File: src/rtl/unet_pkg.sv
// Shared U-Net output-side package: collector state encoding,
// default mask threshold and the count-width helper.
package unet_pkg;

  typedef enum logic [1:0] {
    IDLE    = 2'd0,
    COLLECT = 2'd1,
    FLUSH   = 2'd2,
    DONE    = 2'd3
  } seg_state_e;

  localparam logic [15:0] SEG_THRESH_HALF = 16'h0080;

  function automatic int cnt_w(input int n);
    return (n > 1) ? $clog2(n) : 1;
  endfunction

endpackage

File: src/rtl/seg_mask_collector_if.sv
// Packed mask word stream: valid/ready handshake.
// master drives mask_word/mask_valid, slave drives mask_ready.
interface seg_mask_collector_if #(
  parameter int PACK_WIDTH = 32
);
  logic [PACK_WIDTH-1:0] mask_word;
  logic                  mask_valid;
  logic                  mask_ready;

  modport master (
    output mask_word,
    output mask_valid,
    input  mask_ready
  );

  modport slave (
    input  mask_word,
    input  mask_valid,
    output mask_ready
  );
endinterface

File: src/rtl/seg_mask_fifo.sv
// Two-entry registered word FIFO; push ignored when full.
// Ports: push/din in, pop/dout/empty out, full, sync clear.
module seg_mask_fifo #(
  parameter int WIDTH = 32
) (
  input  logic             clk,
  input  logic             rst_n,
  input  logic             clear,
  input  logic             push,
  input  logic [WIDTH-1:0] din,
  input  logic             pop,
  output logic [WIDTH-1:0] dout,
  output logic             full,
  output logic             empty
);
  logic [WIDTH-1:0] mem [2];
  logic             wr_ptr;
  logic             rd_ptr;
  logic [1:0]       cnt;
  logic             wr_en;
  logic             rd_en;

  assign wr_en = push && !full;
  assign rd_en = pop && !empty;
  assign dout  = mem[rd_ptr];
  assign full  = (cnt == 2'd2);
  assign empty = (cnt == 2'd0);

  always_ff @(posedge clk or negedge rst_n) begin
    if (!rst_n) begin
      mem[0] <= '0;
      mem[1] <= '0;
      wr_ptr <= 1'b0;
      rd_ptr <= 1'b0;
      cnt    <= 2'd0;
    end else if (clear) begin
      wr_ptr <= 1'b0;
      rd_ptr <= 1'b0;
      cnt    <= 2'd0;
    end else begin
      if (wr_en) begin
        mem[wr_ptr] <= din;
        wr_ptr      <= !wr_ptr;
      end
      if (rd_en) rd_ptr <= !rd_ptr;
      cnt <= cnt + {1'b0, wr_en} - {1'b0, rd_en};
    end
  end
endmodule

File: src/rtl/seg_mask_collector.sv
// Thresholds U-Net seg samples into a packed mask and frame stats.
// Ports: start/threshold, seg_in/seg_valid, unet_done, mask stream
// (interface), tumor_count, bbox_* (SEG_BBOX_EN), frame_done, errors.
module seg_mask_collector
  import unet_pkg::*;
#(
  parameter int IMG_HEIGHT = 256,
  parameter int IMG_WIDTH  = 256,
  parameter int DATA_WIDTH = 16,
  parameter int FRAC_WIDTH = 8,
  parameter int PACK_WIDTH = 32,
  localparam int CW  = cnt_w(IMG_HEIGHT * IMG_WIDTH + 1),
  localparam int RW  = cnt_w(IMG_HEIGHT),
  localparam int CLW = cnt_w(IMG_WIDTH)
) (
  input  logic                  clk,
  input  logic                  rst_n,
  input  logic                  start,
  input  logic [DATA_WIDTH-1:0] threshold,
  input  logic [DATA_WIDTH-1:0] seg_in,
  input  logic                  seg_valid,
  input  logic                  unet_done,
  seg_mask_collector_if.master  mask,
  output logic [CW-1:0]         tumor_count,
  output logic [RW-1:0]         bbox_min_row,
  output logic [RW-1:0]         bbox_max_row,
  output logic [CLW-1:0]        bbox_min_col,
  output logic [CLW-1:0]        bbox_max_col,
  output logic                  bbox_valid,
  output logic                  frame_done,
  output logic                  overflow_err,
  output logic                  short_frame_err,
  output logic                  extra_pixel_err
);
  localparam int N  = IMG_HEIGHT * IMG_WIDTH;
  localparam int BW = cnt_w(PACK_WIDTH);

  if (FRAC_WIDTH >= DATA_WIDTH || (N % PACK_WIDTH) != 0) begin : g_cfg_bad
    $error("seg_mask_collector: bad parameters");
  end

  seg_state_e state, state_nxt;

  logic [CW-1:0]         pix_cnt;
  logic [CW-1:0]         run_cnt;
  logic [BW-1:0]         bit_idx;
  logic [PACK_WIDTH-1:0] shreg;
  logic [PACK_WIDTH-1:0] word_nxt;
  logic [DATA_WIDTH-1:0] thr;
  logic                  samp;
  logic                  pix_bit;
  logic                  word_full;
  logic                  last_pix;
  logic                  short_end;
  logic                  push;
  logic                  flush_ok;
  logic                  fifo_full;
  logic                  fifo_empty;
  logic [PACK_WIDTH-1:0] fifo_dout;

  seg_mask_fifo #(
    .WIDTH (PACK_WIDTH)
  ) u_fifo (
    .clk   (clk),
    .rst_n (rst_n),
    .clear (start),
    .push  (push),
    .din   (word_nxt),
    .pop   (mask.mask_ready),
    .dout  (fifo_dout),
    .full  (fifo_full),
    .empty (fifo_empty)
  );

  assign mask.mask_word  = fifo_dout;
  assign mask.mask_valid = !fifo_empty;

  always_ff @(posedge clk or negedge rst_n) begin
    if (!rst_n) state <= IDLE;
    else        state <= state_nxt;
  end

  always_comb begin
    state_nxt = state;
    unique case (state)
      IDLE, DONE: if (start) state_nxt = COLLECT;
      COLLECT: begin
        if (start)                       state_nxt = COLLECT;
        else if (last_pix || unet_done)  state_nxt = FLUSH;
      end
      FLUSH: begin
        if (start)           state_nxt = COLLECT;
        else if (fifo_empty) state_nxt = DONE;
      end
      default: state_nxt = IDLE;
    endcase
  end

  // A short frame pads by pushing whatever bits are pending,
  // including a pixel sampled in the same cycle as unet_done.
  always_comb begin
    samp      = 1'b0;
    pix_bit   = 1'b0;
    word_nxt  = shreg;
    word_full = 1'b0;
    last_pix  = 1'b0;
    short_end = 1'b0;
    push      = 1'b0;
    if (state == COLLECT && !start) begin
      samp    = seg_valid;
      pix_bit = seg_valid && ($signed(seg_in) > $signed(thr));
      if (seg_valid) word_nxt[bit_idx] = pix_bit;
      word_full = seg_valid && (bit_idx == BW'(PACK_WIDTH - 1));
      last_pix  = seg_valid && (pix_cnt == CW'(N - 1));
      short_end = unet_done && !last_pix;
      push = word_full ||
             (short_end && (seg_valid || bit_idx != '0));
    end
    flush_ok = (state == FLUSH) && !start && fifo_empty;
  end

  always_ff @(posedge clk or negedge rst_n) begin
    if (!rst_n) begin
      pix_cnt         <= '0;
      run_cnt         <= '0;
      bit_idx         <= '0;
      shreg           <= '0;
      thr             <= '0;
      tumor_count     <= '0;
      frame_done      <= 1'b0;
      overflow_err    <= 1'b0;
      short_frame_err <= 1'b0;
      extra_pixel_err <= 1'b0;
    end else if (start) begin
      pix_cnt         <= '0;
      run_cnt         <= '0;
      bit_idx         <= '0;
      shreg           <= '0;
      thr             <= threshold;
      frame_done      <= 1'b0;
      overflow_err    <= 1'b0;
      short_frame_err <= 1'b0;
      extra_pixel_err <= 1'b0;
    end else begin
      frame_done <= flush_ok;
      if (samp) begin
        pix_cnt <= pix_cnt + 1'b1;
        bit_idx <= word_full ? '0 : bit_idx + 1'b1;
        shreg   <= word_full ? '0 : word_nxt;
        if (pix_bit) run_cnt <= run_cnt + 1'b1;
      end
      if (short_end) begin
        bit_idx         <= '0;
        shreg           <= '0;
        short_frame_err <= 1'b1;
      end
      if (push && fifo_full) overflow_err <= 1'b1;
      if ((state == FLUSH || state == DONE) && seg_valid)
        extra_pixel_err <= 1'b1;
      if (flush_ok) tumor_count <= run_cnt;
    end
  end

`ifdef SEG_BBOX_EN
  logic [RW-1:0]  row, rmin, rmax;
  logic [CLW-1:0] col, cmin, cmax;
  logic           col_last;

  assign col_last = (col == CLW'(IMG_WIDTH - 1));

  always_ff @(posedge clk or negedge rst_n) begin
    if (!rst_n) begin
      row          <= '0;
      col          <= '0;
      rmin         <= '0;
      rmax         <= '0;
      cmin         <= '0;
      cmax         <= '0;
      bbox_min_row <= '0;
      bbox_max_row <= '0;
      bbox_min_col <= '0;
      bbox_max_col <= '0;
      bbox_valid   <= 1'b0;
    end else if (start) begin
      row  <= '0;
      col  <= '0;
      rmin <= RW'(IMG_HEIGHT - 1);
      rmax <= '0;
      cmin <= CLW'(IMG_WIDTH - 1);
      cmax <= '0;
    end else begin
      if (samp) begin
        col <= col_last ? '0 : col + 1'b1;
        if (col_last)
          row <= (row == RW'(IMG_HEIGHT - 1)) ? '0 : row + 1'b1;
        if (pix_bit) begin
          if (row < rmin) rmin <= row;
          if (row > rmax) rmax <= row;
          if (col < cmin) cmin <= col;
          if (col > cmax) cmax <= col;
        end
      end
      if (flush_ok) begin
        bbox_min_row <= rmin;
        bbox_max_row <= rmax;
        bbox_min_col <= cmin;
        bbox_max_col <= cmax;
        bbox_valid   <= (run_cnt != '0);
      end
    end
  end
`else
  assign bbox_min_row = '0;
  assign bbox_max_row = '0;
  assign bbox_min_col = '0;
  assign bbox_max_col = '0;
  assign bbox_valid   = 1'b0;
`endif

endmodule

File: src/flat_wrapper.sv
// flat-port wrapper written by rule: the top's interface ports become plain ports
module seg_mask_collector_flat import unet_pkg::*;
#(
  parameter int IMG_HEIGHT = 256,
  parameter int IMG_WIDTH  = 256,
  parameter int DATA_WIDTH = 16,
  parameter int FRAC_WIDTH = 8,
  parameter int PACK_WIDTH = 32,
  localparam int CW  = cnt_w(IMG_HEIGHT * IMG_WIDTH + 1),
  localparam int RW  = cnt_w(IMG_HEIGHT),
  localparam int CLW = cnt_w(IMG_WIDTH)
)
  (clk, rst_n, start, threshold, seg_in, seg_valid, unet_done, tumor_count, bbox_min_row, bbox_max_row, bbox_min_col, bbox_max_col, bbox_valid, frame_done, overflow_err, short_frame_err, extra_pixel_err, mask_mask_word, mask_mask_valid, mask_mask_ready);
  seg_mask_collector_if #(.PACK_WIDTH(PACK_WIDTH)) mask_i ();
  input  logic clk;
  input  logic rst_n;
  input  logic start;
  input  logic [DATA_WIDTH-1:0] threshold;
  input  logic [DATA_WIDTH-1:0] seg_in;
  input  logic seg_valid;
  input  logic unet_done;
  output logic [CW-1:0] tumor_count;
  output logic [RW-1:0] bbox_min_row;
  output logic [RW-1:0] bbox_max_row;
  output logic [CLW-1:0] bbox_min_col;
  output logic [CLW-1:0] bbox_max_col;
  output logic bbox_valid;
  output logic frame_done;
  output logic overflow_err;
  output logic short_frame_err;
  output logic extra_pixel_err;
  output wire logic [$bits(mask_i.mask_word)-1:0] mask_mask_word;
  output wire logic [$bits(mask_i.mask_valid)-1:0] mask_mask_valid;
  input wire logic [$bits(mask_i.mask_ready)-1:0] mask_mask_ready;
  assign mask_mask_word = mask_i.mask_word;
  assign mask_mask_valid = mask_i.mask_valid;
  assign mask_i.mask_ready = mask_mask_ready;
  seg_mask_collector #(.IMG_HEIGHT(IMG_HEIGHT), .IMG_WIDTH(IMG_WIDTH), .DATA_WIDTH(DATA_WIDTH), .FRAC_WIDTH(FRAC_WIDTH), .PACK_WIDTH(PACK_WIDTH)) u_core (.clk(clk), .rst_n(rst_n), .start(start), .threshold(threshold), .seg_in(seg_in), .seg_valid(seg_valid), .unet_done(unet_done), .mask(mask_i), .tumor_count(tumor_count), .bbox_min_row(bbox_min_row), .bbox_max_row(bbox_max_row), .bbox_min_col(bbox_min_col), .bbox_max_col(bbox_max_col), .bbox_valid(bbox_valid), .frame_done(frame_done), .overflow_err(overflow_err), .short_frame_err(short_frame_err), .extra_pixel_err(extra_pixel_err));
endmodule
File: config.mk
export PLATFORM = sky130hd
export DESIGN_NAME = seg_mask_collector_flat
export DESIGN_NICKNAME = d
export VERILOG_FILES = /design/src/rtl/unet_pkg.sv /design/src/rtl/seg_mask_collector_if.sv /design/src/rtl/seg_mask_fifo.sv /design/src/rtl/seg_mask_collector.sv /design/src/flat_wrapper.sv
export SDC_FILE = /design/constraint.sdc
export NUM_CORES = 1
export LEC_CHECK = 0
export CAP_MARGIN = 20
export CELL_PAD_IN_SITES_DETAIL_PLACEMENT = 0
export CELL_PAD_IN_SITES_GLOBAL_PLACEMENT = 1
export CORE_ASPECT_RATIO = 1.1
export CORE_UTILIZATION = 29
export CTS_CLUSTER_DIAMETER = 40
export DETAILED_ROUTE_END_ITERATION = 12
export GPL_ROUTABILITY_DRIVEN = 0
export PLACE_DENSITY = 0.6
export SLEW_MARGIN = 20
export SYNTH_ARGS = -nofsm -noshare
export SYNTH_HDL_FRONTEND = slang
export SYNTH_HIERARCHICAL = 1
export SYNTH_SLANG_ARGS = --single-unit
File: constraint.sdc
create_clock -name clk -period 3.95 [get_ports clk]
set_clock_uncertainty 0.1 [all_clocks]
set_input_delay 0.395 -clock clk [delete_from_list [all_inputs] [get_ports clk]]
set_output_delay 0.395 -clock clk [all_outputs]
set_load 0.05 [all_outputs]
* Word level (Yosys, flattened, before mapping)
Cells that the tools add are included.
Word-level totals: register bits 178, bits in latches 0, RAM bits 0, ROM bits 0, bits of input ports 38, output and inout bits 87, word-level logic and storage cells 127, memories 0
Cells by class: add/subtract/negate cells 5, multiply operators 0, div/mod/pow operators 0, order comparisons 6, equal/unequal tests 9, shift operators 0, mux-type cells 48, bitwise operators 3, reduce and logical (&&, ||, !) cells 40
Operator list (count):
- two-way mux 32 bit | 10
- two-way mux 17 bit | 5
- bitwise mux 64 bit | 1
- adder 17 x 1 -> 17 bit (second input constant) | 2
- bitwise mux 32 bit | 1
- demux 32 bit (select 1 bit) | 1
- two-way mux 5 bit | 4
- two-way mux 1 bit | 18
- equality test 17 x 16 -> 1 bit (second input constant) | 1
- greater-than comparator 16 bit | 1
- logical AND 1 bit | 14
- nonzero test 2 bit | 7
- two-way mux 2 bit | 6
- equality test 2 bit (second input constant) | 3
- zero test 1 bit | 6
- less-than comparator 5 x 6 -> 1 bit (second input constant) | 1
- != test 3 x 2 -> 1 bit (second input constant) | 2
- case mux 2 bit (3 select lines) | 1
- AND reduction 2 bit | 3
- adder 5 x 1 -> 5 bit (second input constant) | 1
- demux 1 bit (select 5 bit) | 1
- equality test 5 bit (second input constant) | 1
- greater-or-equal comparator 5 x 1 -> 1 bit (second input constant) | 1
- nonzero test 5 bit | 1
- other kinds (13) | 19

* Logic depth before layout (Yosys ltp)
Gate-level depths: netlist (run 1).
word-level depth 11, depth in mapped cells 15, mapped depth without buffers 15

* Cells and area by module
Netlist (run 1), hierarchy kept.
By module, submodules not included:
- seg_mask_collector | instances 1, cells an instance 730, area each 6324.8 sq um, sequential area each 2752.6 sq um
- seg_mask_fifo | instances 1, cells an instance 194, area each 2996.6 sq um, sequential area each 1701.6 sq um

* Worst setup path before layout (run 1)
OpenSTA, ideal clock, no wires.
path kind register -> register, start register u_core.pix_cnt[6], end register u_core/u_fifo/mem[44] (netlist bit), library setup time 125 ps, data arrival time 2984 ps, required time 3725 ps, slack 741 ps, stages on the path, launching flop included 14, buffers on the path 1, clock period less this slack 3209 ps, path through dfrtp_1 -> and4_1 -> and3_1 -> and3_1 -> nand3_1 -> nor2_1 -> ha_1 -> nand2_1 -> a22oi_1 -> a311oi_1 -> inv_1 -> nor4_4 -> buf_6 -> mux2_2
On the way: cells in the longest elaborated chain, start to end 9
Ends and longest elaborated chain:
- from (decl) | line seg_mask_collector.sv:44 | logic [CW-1:0] pix_cnt;
- from (signal assigned) | line seg_mask_collector.sv:147 | pix_cnt <= pix_cnt + 1'b1;
- equality test 17 x 16 -> 1 bit | line seg_mask_collector.sv:114 | last_pix = seg_valid && (pix_cnt == CW'(N - 1));
- logical AND 1 bit | line seg_mask_collector.sv:114
- zero test 1 bit | line seg_mask_collector.sv:115 | short_end = unet_done && !last_pix;
- logical AND 1 bit | line seg_mask_collector.sv:115
- logical AND 1 bit | line seg_mask_collector.sv:117 | (short_end && (seg_valid || bit_idx != '0));
- logical OR 1 bit | line seg_mask_collector.sv:116 | push = word_full ||
- two-way mux 1 bit | line seg_mask_collector.sv:109 | if (state == COLLECT && !start) begin
- net u_core.push | line seg_mask_collector.sv:55 | logic push;
- logical AND 1 bit | line seg_mask_fifo.sv:23 | assign wr_en = push && !full;
- AND reduction 2 bit (no source line)
- to (signal, indexed assignment) | line seg_mask_fifo.sv:42 | mem[wr_ptr] <= din;
- to (decl) | line seg_mask_fifo.sv:16 | logic [WIDTH-1:0] mem [2];
The timed path passes the listed nets, and every way through them passes these cells. A chain may end at the register's enable or synchronous reset.

* Worst setup path after layout (run 1)
start register u_core.pix_cnt[6], end register u_core/u_fifo/mem[58] (netlist bit)
The elaborated chain is that of the path after synthesis.

==> reports/results.ini, run 1 <==
[status]
outcome=finished, final reports clean

[min_path]
holdPathStages=2
hold_path.class=input port to flop
hold_path_startpoint=start
min_to=u_core/u_fifo/rd_ptr

[die]
die_x_microns=172.9
die_area_sq_um=32860
rows=68
ios=125
core_sq_um=31480
initial_core_util=0.2961
die_h_microns=190.0

[grt]
grt_max_degree=91
use_met2=0.2447
grt_most_used_layer=met2
gr-total-overflow=0
use_met3=0.02538
antenna_found_initial=0
grt_pass1_vias=6818
grt_pass1_wl_microns=36020
grt_usage=0.1369
grt.met1_usage=0.1718

[cts]
htreeDepth=4
postCtsSetupBuffers=0
clk_pin_slew_worst_paths_ps=70
cts_made_buffers=17
cts_tree=yes
cts.sinks=178
clk_path_buf_depth=2
cts_root_buf=clkbuf_16
clkLatencyLatePin_ps=430

[worst_setup_path]
r2r_cells=13
critPathArrivalTime_ps=3670
cp-end-kind=flop
reg2reg_from=u_core/pix_cnt[6]
path_class=flop to flop
crit_path_max_fanout=32
r2r-end=u_core/u_fifo/mem[58]
worst-r2r-setup-slack_ps=480
worst_ep_required_time_ps=4150
startpoint_type=flop

[power_and_ir_drop]
pwr-share-clk=0.395
peakVddDrop_v=0.0002277
switching_share=0.3064
comb_power_share=0.184
cellPowerDensity_nw_per_um2=410.7
p_int_mw=3.194
leakage_nw=5.131
p_switching_mw=1.411
sequentialPowerShare=0.421

[route]
drt_iter0_drc=398
routed_wl_microns=22090
viasPerCell=4.731
first_pass_iters=5
avgRoutedWirePerCell_microns=15.37
vias=6798
drcViolationCount=0
ant_nets=0

[placed_design]
port-buffer-count=91
dp_hpwl_microns=14670
dp.cells=1404
place_ws_ps=473.6

[logic_synthesis]
netlist_area_sq_um=9321
postSynthCellCount=924
syn_area_per_cell_sq_um=10.09
ys_types=64
async_reset_ff_frac=1.000
yosys_warnings=6
ys_ff_latch=178
synth_ff_type=dfrtp_1
ys_seq_area_frac=0.4779
synth-edff-count=0

[layout]
final_cells=1437
antennaDiodeCount=0
multi_input_area_sq_um=4375
final_common_cell=dfrtp_1
nets=1071
final_cell_mix=178 x dfrtp_1, 141 x nand2_1, 107 x o21ai_0
layout-drive-gt1-share=0.1691
final-seq-area_sq_um=4454
nFillCells=3276
areaGrowthSynthToFinish_pct=20.31

[sta]
max_slew_margin=0.4016
rsz0062_at_grt=no
period_minus_slack_ps=3466
tns_ps=0
min_period_over_period=0.8774
max_freq_mhz=288.5
tightestPinTransition_ps=895.7
finalWorstSetupSlack_ps=484.2
setup_viol=0
finalMaxSlewViolations=0
hold_violations=0

[job]
max_cap_viol_count=0

-- flip-flops by register name, summed over array words and instances, names as in the netlist --
| name | cells |
|---|---|
| u_core/shreg | 32 |
| u_core/run_cnt | 17 |
| u_core/u_fifo/wr_ptr | 1 |
| u_core/u_fifo/cnt | 2 |
| u_core/state | 2 |
| u_core/tumor_count | 17 |
| u_core/thr | 16 |
| u_core/overflow_err | 1 |
| u_core/bit_idx | 5 |
| u_core/u_fifo/rd_ptr | 1 |
| u_core/frame_done | 1 |
| u_core/short_frame_err | 1 |
| u_core/u_fifo/mem | 64 |
| u_core/pix_cnt | 17 |
| u_core/extra_pixel_err | 1 |
-- cell families after synthesis --
kind of cell               share of synthesized area
adders and majority gates                    0.03893
other                                      0.0004023
and+or+nand+nor                               0.1397
AOI/OAI and AO/OA                             0.1220
DFF                                           0.4779
muxes                                         0.1423
xor gates and xnor gates                     0.01315
buffers and inverters                        0.06564
-- power groups by stage --
| stage | combinational [mW] | sequential, mW | clock [mW] |
|---|---|---|---|
| 2_1_floorplan | 0.562 | 2.00 | 0 |
| 3_3_place_gp | 0.852 | 1.97 | 0 |
| 3_5_place_dp | 0.856 | 1.97 | 0 |
| 4_1_cts | 0.860 | 1.94 | 1.87 |
| 5_1_grt | 0.935 | 1.95 | 1.94 |
| 6_report | 0.848 | 1.94 | 1.82 |
-- synth_stat cells (6+ instances only) --
cell,count,area (sq um)
dfrtp_1,178,4454
nand2_1,141,529.3
o21ai_0,107,535.5
mux2_2,99,1115
a21oi_1,43,215.2
nor2_1,43,161.4
buf_4,33,247.7
inv_1,30,112.6
ha_1,29,362.9
clkbuf_1,24,90.09
nand3_1,24,120.1
buf_2,14,70.07
o31ai_1,14,105.1
nand4_1,12,75.07
xor2_1,11,96.34
mux2_4,10,150.1
and3_1,9,56.30
and2_1,6,37.54
o41ai_1,6,52.55
-- worst max-delay path by stage --
stage / startpoint / to / depth (start not counted)
2_1_floorplan: u_core/pix_cnt[6] / u_core/u_fifo/mem[44] / 13
3_3_place_gp: u_core/pix_cnt[6] / u_core/u_fifo/mem[58] / 13
3_5_place_dp: u_core/pix_cnt[6] / u_core/u_fifo/mem[40] / 13
4_1_cts: u_core/pix_cnt[6] / u_core/u_fifo/mem[58] / 13
5_1_grt: u_core/pix_cnt[6] / u_core/u_fifo/mem[54] / 13
6_report: u_core/pix_cnt[6] / u_core/u_fifo/mem[58] / 13
-- worst max-delay path, stage by stage, from the launching register on --
cell	delay (ps)
dfrtp_1	430
and4_1	240
and3_1	210
and3_1	200
nand3_1	120
nor2_1	60
ha_1	190
nand2_1	100
a22oi_1	90
a311oi_1	460
inv_1	170
nor4_4	330
buf_12	260
mux2_2	360
-- routing by layer --
layer,part of all wire,up-vias,wire (microns)
li1,-,3324,-
met1,0.46,3350,10090
met2,0.51,114,11260
met3,0.027,10,595
met4,0.0065,0,144
met5,0,-,0
-- cell type report --
type                    instances  share of cell area
flip-flops and latches        178              0.3972
clock buffers                  18             0.03916
multi-input cells             662              0.3902
well taps                     420             0.04686
repair buffers                112             0.09852
clock inverters                14             0.01707
inverters                      33             0.01105
-- per-stage QoR --
step / hold slack, ps / power, mW / util / area, sq um
after floorplan: -0.5911 / 2.565 / - / 9442
after global placement: 354.5 / 2.826 / 0.3359 / 10570
after detailed placement: 361.0 / 2.828 / 0.3359 / 10570
after CTS: 268.8 / 4.674 / 0.3562 / 11210
after global routing: 296.5 / 4.823 / 0.3562 / 11210
final: 276.6 / 4.606 / 0.3562 / 11210
-- repair_timing --
item                                   CTS  global route
endpoints found under the hold margin    2             0
resized for setup                        0             0
hold buffers                             1             0
No activity file was read; power rests on OpenSTA's default activity.
==> run 2, diff against run 1 <==
--- a/config.mk
+++ b/config.mk
@@ -10,7 +10,6 @@
 export CELL_PAD_IN_SITES_GLOBAL_PLACEMENT = 1
 export CORE_ASPECT_RATIO = 1.1
 export CORE_UTILIZATION = 29
-export CTS_CLUSTER_DIAMETER = 40
 export DETAILED_ROUTE_END_ITERATION = 12
 export GPL_ROUTABILITY_DRIVEN = 0
 export PLACE_DENSITY = 0.6
==> results of run 2 <==
Final layout, timing and power as in run 1 (identical DEF).
